<file path="src/rtl/alu_exec_seq.sv">
// alu_exec_seq -- execute-stage ALU with registered result.
//   Decodes ALUOp/funct3/funct7 into a 4-bit ALU control and executes the op.
//   Base ops finish in one cycle. RV32M MUL*/DIV*/REM* ops run on an iterative
//   one-bit-per-cycle engine (shift-add multiply / restoring divide) and hold
//   ready_o low while they run.
// Ports:
//   clk, rst                 rising-edge clock, synchronous active-high reset
//   valid_i / ready_o        request handshake; accept = valid_i & ready_o
//   ALUOp, funct3, funct7_5, funct7_0, op5   decode inputs
//   src_a, src_b             operands, sampled only on accept
//   result_o, zero_o         registered result and (result_o == 0)
//   ALUControl               registered control of the last accepted op
//   result_valid             one-cycle pulse when result_o/zero_o/ALUControl are valid
//   illegal_o                pulses with result_valid for an M op when ENABLE_M = 0
module alu_exec_seq #(
    parameter int WIDTH    = 32,
    parameter bit ENABLE_M = 1'b1
) (
    input  logic             clk,
    input  logic             rst,
    input  logic             valid_i,
    output logic             ready_o,
    input  logic [1:0]       ALUOp,
    input  logic [2:0]       funct3,
    input  logic             funct7_5,
    input  logic             funct7_0,
    input  logic             op5,
    input  logic [WIDTH-1:0] src_a,
    input  logic [WIDTH-1:0] src_b,
    output logic [WIDTH-1:0] result_o,
    output logic             zero_o,
    output logic [3:0]       ALUControl,
    output logic             result_valid,
    output logic             illegal_o
);
    localparam int SW = $clog2(WIDTH);

    localparam logic [3:0] C_ADD  = 4'b0000;
    localparam logic [3:0] C_SUB  = 4'b0001;
    localparam logic [3:0] C_AND  = 4'b0010;
    localparam logic [3:0] C_OR   = 4'b0011;
    localparam logic [3:0] C_XOR  = 4'b0100;
    localparam logic [3:0] C_SLT  = 4'b0101;
    localparam logic [3:0] C_SLL  = 4'b0110;
    localparam logic [3:0] C_SRL  = 4'b0111;
    localparam logic [3:0] C_JAL  = 4'b1000;
    localparam logic [3:0] C_SRA  = 4'b1001;
    localparam logic [3:0] C_SLTU = 4'b1010;
    localparam logic [3:0] C_MUL  = 4'b1011;
    localparam logic [3:0] C_DIV  = 4'b1100;

    localparam logic [WIDTH-1:0] MIN_VAL = {1'b1, {(WIDTH-1){1'b0}}};

    typedef enum logic {S_IDLE, S_CALC} state_t;

    state_t               r_state, w_state_nxt;
    logic [WIDTH-1:0]     r_res;
    logic                 r_zero, r_vld, r_ill;
    logic [3:0]           r_ctrl;
    // Engine: r_prod holds {hi, lo}. Multiply: hi = partial sum, lo = multiplier.
    // Divide: hi = partial remainder, lo = dividend shifting into quotient.
    logic [2*WIDTH-1:0]   r_prod;
    logic [WIDTH-1:0]     r_opnd;     // multiplicand or divisor magnitude
    logic [SW-1:0]        r_cnt;
    logic                 r_is_div, r_sel, r_negq, r_negr;

    logic                 w_acc, w_is_m, w_special, w_start, w_b_zero, w_ovf;
    logic [3:0]           w_ctrl;
    logic [WIDTH-1:0]     w_base, w_spec_res;
    logic [SW-1:0]        w_shamt;
    logic                 w_a_sgn, w_b_sgn, w_sa, w_sb;
    logic [WIDTH-1:0]     w_ma, w_mb;
    logic [WIDTH:0]       w_sum, w_sh, w_diff;
    logic                 w_ge;
    logic [2*WIDTH-1:0]   w_mul_nxt, w_div_nxt, w_step, w_full;
    logic [WIDTH-1:0]     w_q, w_r, w_mres, w_dres;
    logic                 w_load, w_ill;
    logic [WIDTH-1:0]     w_res;

    assign ready_o      = (r_state == S_IDLE);
    assign w_acc        = valid_i & ready_o;
    assign result_o     = r_res;
    assign zero_o       = r_zero;
    assign ALUControl   = r_ctrl;
    assign result_valid = r_vld;
    assign illegal_o    = r_ill;

    assign w_shamt = src_b[SW-1:0];
    assign w_is_m  = (ALUOp == 2'b10) && op5 && funct7_0 && !funct7_5;

    // Decode: the M group takes priority over the base funct3 decode.
    always_comb begin
        w_ctrl = C_ADD;
        case (ALUOp)
            2'b00: w_ctrl = C_ADD;
            2'b01: w_ctrl = C_SUB;
            2'b11: w_ctrl = C_JAL;
            default: begin
                if (w_is_m) begin
                    w_ctrl = funct3[2] ? C_DIV : C_MUL;
                end else begin
                    case (funct3)
                        3'b000:  w_ctrl = (op5 && funct7_5) ? C_SUB : C_ADD;
                        3'b001:  w_ctrl = C_SLL;
                        3'b010:  w_ctrl = C_SLT;
                        3'b011:  w_ctrl = C_SLTU;
                        3'b100:  w_ctrl = C_XOR;
                        3'b101:  w_ctrl = funct7_5 ? C_SRA : C_SRL;
                        3'b110:  w_ctrl = C_OR;
                        default: w_ctrl = C_AND;
                    endcase
                end
            end
        endcase
    end

    always_comb begin
        w_base = '0;
        case (w_ctrl)
            C_ADD:   w_base = src_a + src_b;
            C_SUB:   w_base = src_a - src_b;
            C_AND:   w_base = src_a & src_b;
            C_OR:    w_base = src_a | src_b;
            C_XOR:   w_base = src_a ^ src_b;
            C_SLT:   w_base = {{(WIDTH-1){1'b0}}, ($signed(src_a) < $signed(src_b))};
            C_SLTU:  w_base = {{(WIDTH-1){1'b0}}, (src_a < src_b)};
            C_SLL:   w_base = src_a << w_shamt;
            C_SRL:   w_base = src_a >> w_shamt;
            C_SRA:   w_base = $signed(src_a) >>> w_shamt;
            C_JAL:   w_base = src_a + WIDTH'(4);
            default: w_base = '0;
        endcase
    end

    // Division corner cases resolve in one cycle without entering CALC.
    // funct3[0] = 0 marks the signed DIV/REM, funct3[1] = 1 marks REM/REMU.
    assign w_b_zero   = (src_b == '0);
    assign w_ovf      = !funct3[0] && (src_a == MIN_VAL) && (src_b == '1);
    assign w_special  = funct3[2] && (w_b_zero || w_ovf);
    assign w_spec_res = w_b_zero ? (funct3[1] ? src_a : '1)
                                 : (funct3[1] ? '0 : MIN_VAL);
    assign w_start    = w_acc && w_is_m && ENABLE_M && !w_special;

    // Operand signedness: MUL/MULH signed x signed, MULHSU signed x unsigned,
    // MULHU unsigned; DIV/REM signed, DIVU/REMU unsigned.
    always_comb begin
        if (funct3[2]) begin
            w_a_sgn = !funct3[0];
            w_b_sgn = !funct3[0];
        end else begin
            w_a_sgn = (funct3[1:0] != 2'b11);
            w_b_sgn = !funct3[1];
        end
    end
    assign w_sa = w_a_sgn && src_a[WIDTH-1];
    assign w_sb = w_b_sgn && src_b[WIDTH-1];
    assign w_ma = w_sa ? -src_a : src_a;
    assign w_mb = w_sb ? -src_b : src_b;

    // One multiply step: conditionally add multiplicand to the high half, shift right.
    assign w_sum     = {1'b0, r_prod[2*WIDTH-1:WIDTH]} + {1'b0, (r_prod[0] ? r_opnd : '0)};
    assign w_mul_nxt = {w_sum, r_prod[WIDTH-1:1]};
    // One restoring-divide step: shift in next dividend bit, subtract if no borrow.
    assign w_sh      = {r_prod[2*WIDTH-1:WIDTH], r_prod[WIDTH-1]};
    assign w_diff    = w_sh - {1'b0, r_opnd};
    assign w_ge      = !w_diff[WIDTH];
    assign w_div_nxt = {(w_ge ? w_diff[WIDTH-1:0] : w_sh[WIDTH-1:0]), r_prod[WIDTH-2:0], w_ge};
    assign w_step    = r_is_div ? w_div_nxt : w_mul_nxt;

    // Sign fix-up on the final step's value, applied as result_o is loaded.
    assign w_full = r_negq ? -w_step : w_step;
    assign w_mres = r_sel ? w_full[2*WIDTH-1:WIDTH] : w_full[WIDTH-1:0];
    assign w_q    = w_step[WIDTH-1:0];
    assign w_r    = w_step[2*WIDTH-1:WIDTH];
    assign w_dres = r_sel ? (r_negr ? -w_r : w_r) : (r_negq ? -w_q : w_q);

    always_comb begin
        w_load = 1'b0;
        w_ill  = 1'b0;
        w_res  = '0;
        if (r_state == S_CALC) begin
            if (r_cnt == '0) begin
                w_load = 1'b1;
                w_res  = r_is_div ? w_dres : w_mres;
            end
        end else if (w_acc && !w_start) begin
            w_load = 1'b1;
            if (w_is_m && !ENABLE_M) begin
                w_ill = 1'b1;
            end else if (w_is_m) begin
                w_res = w_spec_res;
            end else begin
                w_res = w_base;
            end
        end
    end

    always_comb begin
        w_state_nxt = r_state;
        case (r_state)
            S_IDLE:  if (w_start) w_state_nxt = S_CALC;
            S_CALC:  if (r_cnt == '0) w_state_nxt = S_IDLE;
            default: w_state_nxt = S_IDLE;
        endcase
    end

    always_ff @(posedge clk) begin
        if (rst) r_state <= S_IDLE;
        else     r_state <= w_state_nxt;
    end

    always_ff @(posedge clk) begin
        if (rst) begin
            r_res    <= '0;
            r_zero   <= 1'b0;
            r_vld    <= 1'b0;
            r_ill    <= 1'b0;
            r_ctrl   <= '0;
            r_prod   <= '0;
            r_opnd   <= '0;
            r_cnt    <= '0;
            r_is_div <= 1'b0;
            r_sel    <= 1'b0;
            r_negq   <= 1'b0;
            r_negr   <= 1'b0;
        end else begin
            r_vld <= w_load;
            r_ill <= w_load && w_ill;
            if (w_load) begin
                r_res  <= w_res;
                r_zero <= (w_res == '0);
            end
            if (w_acc) r_ctrl <= w_ctrl;
            if (w_start) begin
                r_is_div <= funct3[2];
                // r_sel: high half for MULH*, remainder for REM*
                r_sel    <= funct3[2] ? funct3[1] : (funct3[1:0] != 2'b00);
                r_negq   <= w_sa ^ w_sb;
                r_negr   <= w_sa;
                r_prod   <= {{WIDTH{1'b0}}, (funct3[2] ? w_ma : w_mb)};
                r_opnd   <= funct3[2] ? w_mb : w_ma;
                r_cnt    <= SW'(WIDTH - 1);
            end else if (r_state == S_CALC) begin
                r_prod <= w_step;
                r_cnt  <= r_cnt - 1'b1;
            end
        end
    end
endmodule

</file>
<file path="config.mk">
export PLATFORM = sky130hd
export DESIGN_NAME = alu_exec_seq
export DESIGN_NICKNAME = d
export VERILOG_FILES = /design/src/rtl/alu_exec_seq.sv
export SDC_FILE = /design/constraint.sdc
export NUM_CORES = 1
export LEC_CHECK = 0
export CORE_UTILIZATION = 45
export DETAILED_ROUTE_END_ITERATION = 8
export MAX_ROUTING_LAYER = met4
export PLACE_DENSITY = 0.68
export REMOVE_ABC_BUFFERS = 1
export SYNTH_ARGS = -nofsm -noshare
export SYNTH_HDL_FRONTEND = slang
export SYNTH_SLANG_ARGS = --single-unit
</file>
<file path="constraint.sdc">
create_clock -name clk -period 7.25 [get_ports clk]
set_input_delay 1.45 -clock clk [delete_from_list [all_inputs] [get_ports clk]]
set_output_delay 1.45 -clock clk [all_outputs]
set_load 0.1 [all_outputs]
</file>
==> flow_summary.json <==
{
  "multiInputGateArea_um2": 20700,
  "synth_seq_cells": 144,
  "placeableCoreArea_um2": 55200,
  "async_flop_share": 0,
  "whs_ns": 0.456,
  "cp-start-kind": "flop",
  "yosys.area.top_type": "dfxtp_1",
  "worstMarginPinSlew_ns": 1.26,
  "cap_viol_max_count": 0,
  "synth_area_per_cell_um2": 6.86,
  "synth-edff-count": 0,
  "numCtsBuffers": 17,
  "path_class": "flop to flop",
  "finalCriticalPeriod_ns": 6.89,
  "initial_core_util": 0.457,
  "path_buf_inv": 4,
  "vdd_ir_drop_max_uv": 119,
  "holdPathStages": 2,
  "r2r_start": "r_prod[31]",
  "synth_area_leaders": "dfxtp_1 (11%), ha_1 (8.4%), nor2_1 (6.5%)",
  "rows": 86,
  "routed_via_density": 6.78,
  "drc": 0,
  "setup_tns_ns": 0,
  "fin_worst_skew_ns": 0.00853,
  "io_pins": 115,
  "grt_use_total": 0.436,
  "hold-path-endpoint": "result_o[22]",
  "synth_cell_types": 106,
  "p_comb_frac": 0.501,
  "chipWidth_um": 239,
  "ys.flop_type": "dfxtp_1",
  "endpoint_kind": "flop",
  "p_seq_frac": 0.237,
  "cp_common_cell": "nand3_1",
  "root_buffer": "clkbuf_16",
  "swShare": 0.450,
  "n_antenna_cell": 0,
  "areaGrowthSynthToFinish_pct": 12.3,
  "finalNetCount": 3969,
  "htreeDepth": 4,
  "die_height_um": 239,
  "power.clock.fraction": 0.262,
  "tritoncts": "yes",
  "place_congestion": 1.09,
  "fin_crit_sh": 0.950,
  "drv_slew": 0,
  "cts_setup_buffers": 0,
  "clk_latency_ns": 0.46,
  "syn_area_um2": 25200,
  "p_int_w": 0.00195,
  "die-area_um2": 57000,
  "p_switching_w": 0.00160,
  "status": "finished, final reports clean",
  "antenna_found_initial": 0,
  "max_freq_mhz": 145,
  "max-slew-margin-rel": 0.159,
  "cp.arrival_ns": 7.25,
  "clockBufferDepth": 2,
  "fillers": 5650,
  "power.density_nw_per_um2": 125,
  "regArea_um2": 2890,
  "yosys.area.top_type_share": 0.114,
  "routedWlPerCell_um": 27.6,
  "grt_pass1_vias": 28200,
  "dr.pass1.iters": 6,
  "r2r_setup_slack_ns": 0.36,
  "dp_hpwl_um": 99000,
  "setup_viol": 0,
  "critPathRequiredTime_ns": 7.61,
  "cpPeakStageDelay_ns": 0.59,
  "wl_um": 124000,
  "ys_seq_area_frac": 0.114,
  "clkSinkCount": 144,
  "ant_nets": 0,
  "clk_pin_slew_ns": 0.06,
  "gr-total-overflow": 0,
  "hold_start": "result_o[22]",
  "critPathMaxFanout": 7,
  "cts_resized": 0,
  "grt_max_degree": 119,
  "rsz0062_at_grt": "false",
  "path_delay_family": "compound AO/OA/AOI/OAI gates",
  "r2r-end": "zero_o",
  "crit_slowest_cell": "or4_1",
  "drive_above_1_share": 0.101,
  "vias": 30400,
  "cp.depth": 24,
  "grt_pass1_wl_um": 182000,
  "synth_cells": 3675,
  "finalHoldViolCount": 0,
  "yosysWarnings": 0,
  "hp-class": "flop to flop",
  "cp_cell_sequence": "inv_1, ha_1, inv_1, fa_1, a211oi_1, o211ai_2, nand3_1, a211oi_2, o21ai_1, nand3_1, inv_1, ha_1, nand3_1, buf_4, nor2_8, nand3_1, o211ai_1, o21ai_0, a211oi_1, o311ai_0, nor4_1, nand4_1, or4_1, o41ai_2",
  "first_iter_violations": 3518,
  "p_leak_nw": 11.1,
  "ctsHoldBuffers": 0,
  "rr_worst_depth": 24,
  "portBuffers": 113
}
worst max-delay path by stage:
stage	slack (ns)	to	start
2_1_floorplan	-0.23	zero_o	r_is_div
3_3_place_gp	0.41	zero_o	src_a[5]
3_5_place_dp	0.35	zero_o	src_a[5]
4_1_cts	0.70	zero_o	r_prod[31]
5_1_grt	0.13	zero_o	r_prod[31]
6_report	0.36	zero_o	r_prod[31]
power groups by stage:
stage	Sequential, W	Combinational (W)	Clock [W]
floorplan	0.000992	0.000859	0
global placement	0.000856	0.00171	0
detailed placement	0.000856	0.00170	0
CTS	0.000838	0.00171	0.000933
global route	0.000841	0.00185	0.000959
finish	0.000840	0.00178	0.000927
area by class of cell:
cell class	count	share of cell area
sequential	144	0.102
clock inverter	12	0.00566
tap	748	0.0331
clock buffer	20	0.0158
multi-input combinational	3093	0.731
timing repair buffer	302	0.0913
inverter	163	0.0216
worst reg2reg max path: cells and delay by family, from the launching register on:
kind                     cells  cell delay (ns)
flip-flops                   1             0.34
buffers and inverters        4             0.61
adder cells (fa/ha/maj)      3             0.92
AO/OA/AOI/OAI                9             2.65
AND/OR/NAND/NOR              8             2.29
per-layer routing:
layer  routed length [um]  up-vias  part of all wire  GRT usage
met2                55200     1860              0.45      0.685
met1                47600    14300              0.38      0.516
met4                10100        0             0.081      0.297
li1                     -    13700                 -          -
met5                    0        -                 0          -
met3                11000      483             0.089     0.0617
stage by stage:
step           setup WS [ns]  power, W  utilization  std cells  cell area [um^2]
2_1_floorplan         -0.228   0.00185            -       3400             24100
5_1_grt                0.128   0.00365        0.513       4482             28300
4_1_cts                0.697   0.00348        0.513       4482             28300
6_report               0.362   0.00354        0.513       4482             28300
3_3_place_gp           0.413   0.00256        0.502       4450             27700
3_5_place_dp           0.352   0.00256        0.502       4450             27700
state kept, by name, summed over array words and instances, names as in the netlist, 4 cells and up:
signal / count
r_prod: 64
r_opnd: 32
result_o: 32
r_cnt: 5
ALUControl: 4
cells by family (layout without fill, tap and decap cells):
| group | after synthesis | after routing | share of synthesized area |
|---|---|---|---|
| compound gates | 1235 | 1235 | 0.323 |
| xor+xnor | 185 | 185 | 0.0643 |
| fa+ha+maj | 173 | 173 | 0.0871 |
| buf+inv | 438 | 497 | 0.0671 |
| flops | 144 | 144 | 0.114 |
| mux | 188 | 188 | 0.0953 |
| other cells | 1 | 1 | 0.000149 |
| simple gates | 1311 | 1311 | 0.249 |
cells in the final DEF, fill, tap and decap left out, types with 35 or more instances in the layout:
| cell type | n |
|---|---|
| o211ai_1 | 42 |
| o22ai_1 | 36 |
| buf_4 | 187 |
| nor3_1 | 104 |
| inv_1 | 157 |
| clkdlybuf4s50_1 | 106 |
| nand4_1 | 53 |
| ha_1 | 169 |
| nor2b_1 | 36 |
| dfxtp_1 | 142 |
| nor4_1 | 35 |
| o31ai_1 | 39 |
| xor2_1 | 39 |
| a221oi_1 | 58 |
| nor2_1 | 436 |
| and2_1 | 62 |
| o21ai_0 | 256 |
| nand3_1 | 78 |
| or3_1 | 49 |
| mux2i_1 | 106 |
| a211oi_1 | 79 |
| a31oi_1 | 78 |
| mux2_2 | 45 |
| a21o_1 | 35 |
| xnor2_1 | 146 |
| a21oi_1 | 322 |
| mux4_2 | 37 |
| nand2_1 | 316 |
cells in the mapped netlist (all sizes together), types with 21 or more instances:
master	count
xnor2	146
o22ai	36
o211ai	43
a21o	35
ha	169
buf	67
a21oi	326
a2111oi	21
nor4	39
inv	158
mux2i	106
nor2b	36
a31oi	79
nor2	440
a211oi	84
and2	63
a221oi	58
mux4	37
nand2	317
mux2	45
nor3	108
nand2b	30
clkbuf	208
o31ai	39
or3	50
nand3	79
o21a	23
xor2	39
and3	22
dfxtp	144
o21ai	265
nand4	53
(Power assumes the default switching activity.)
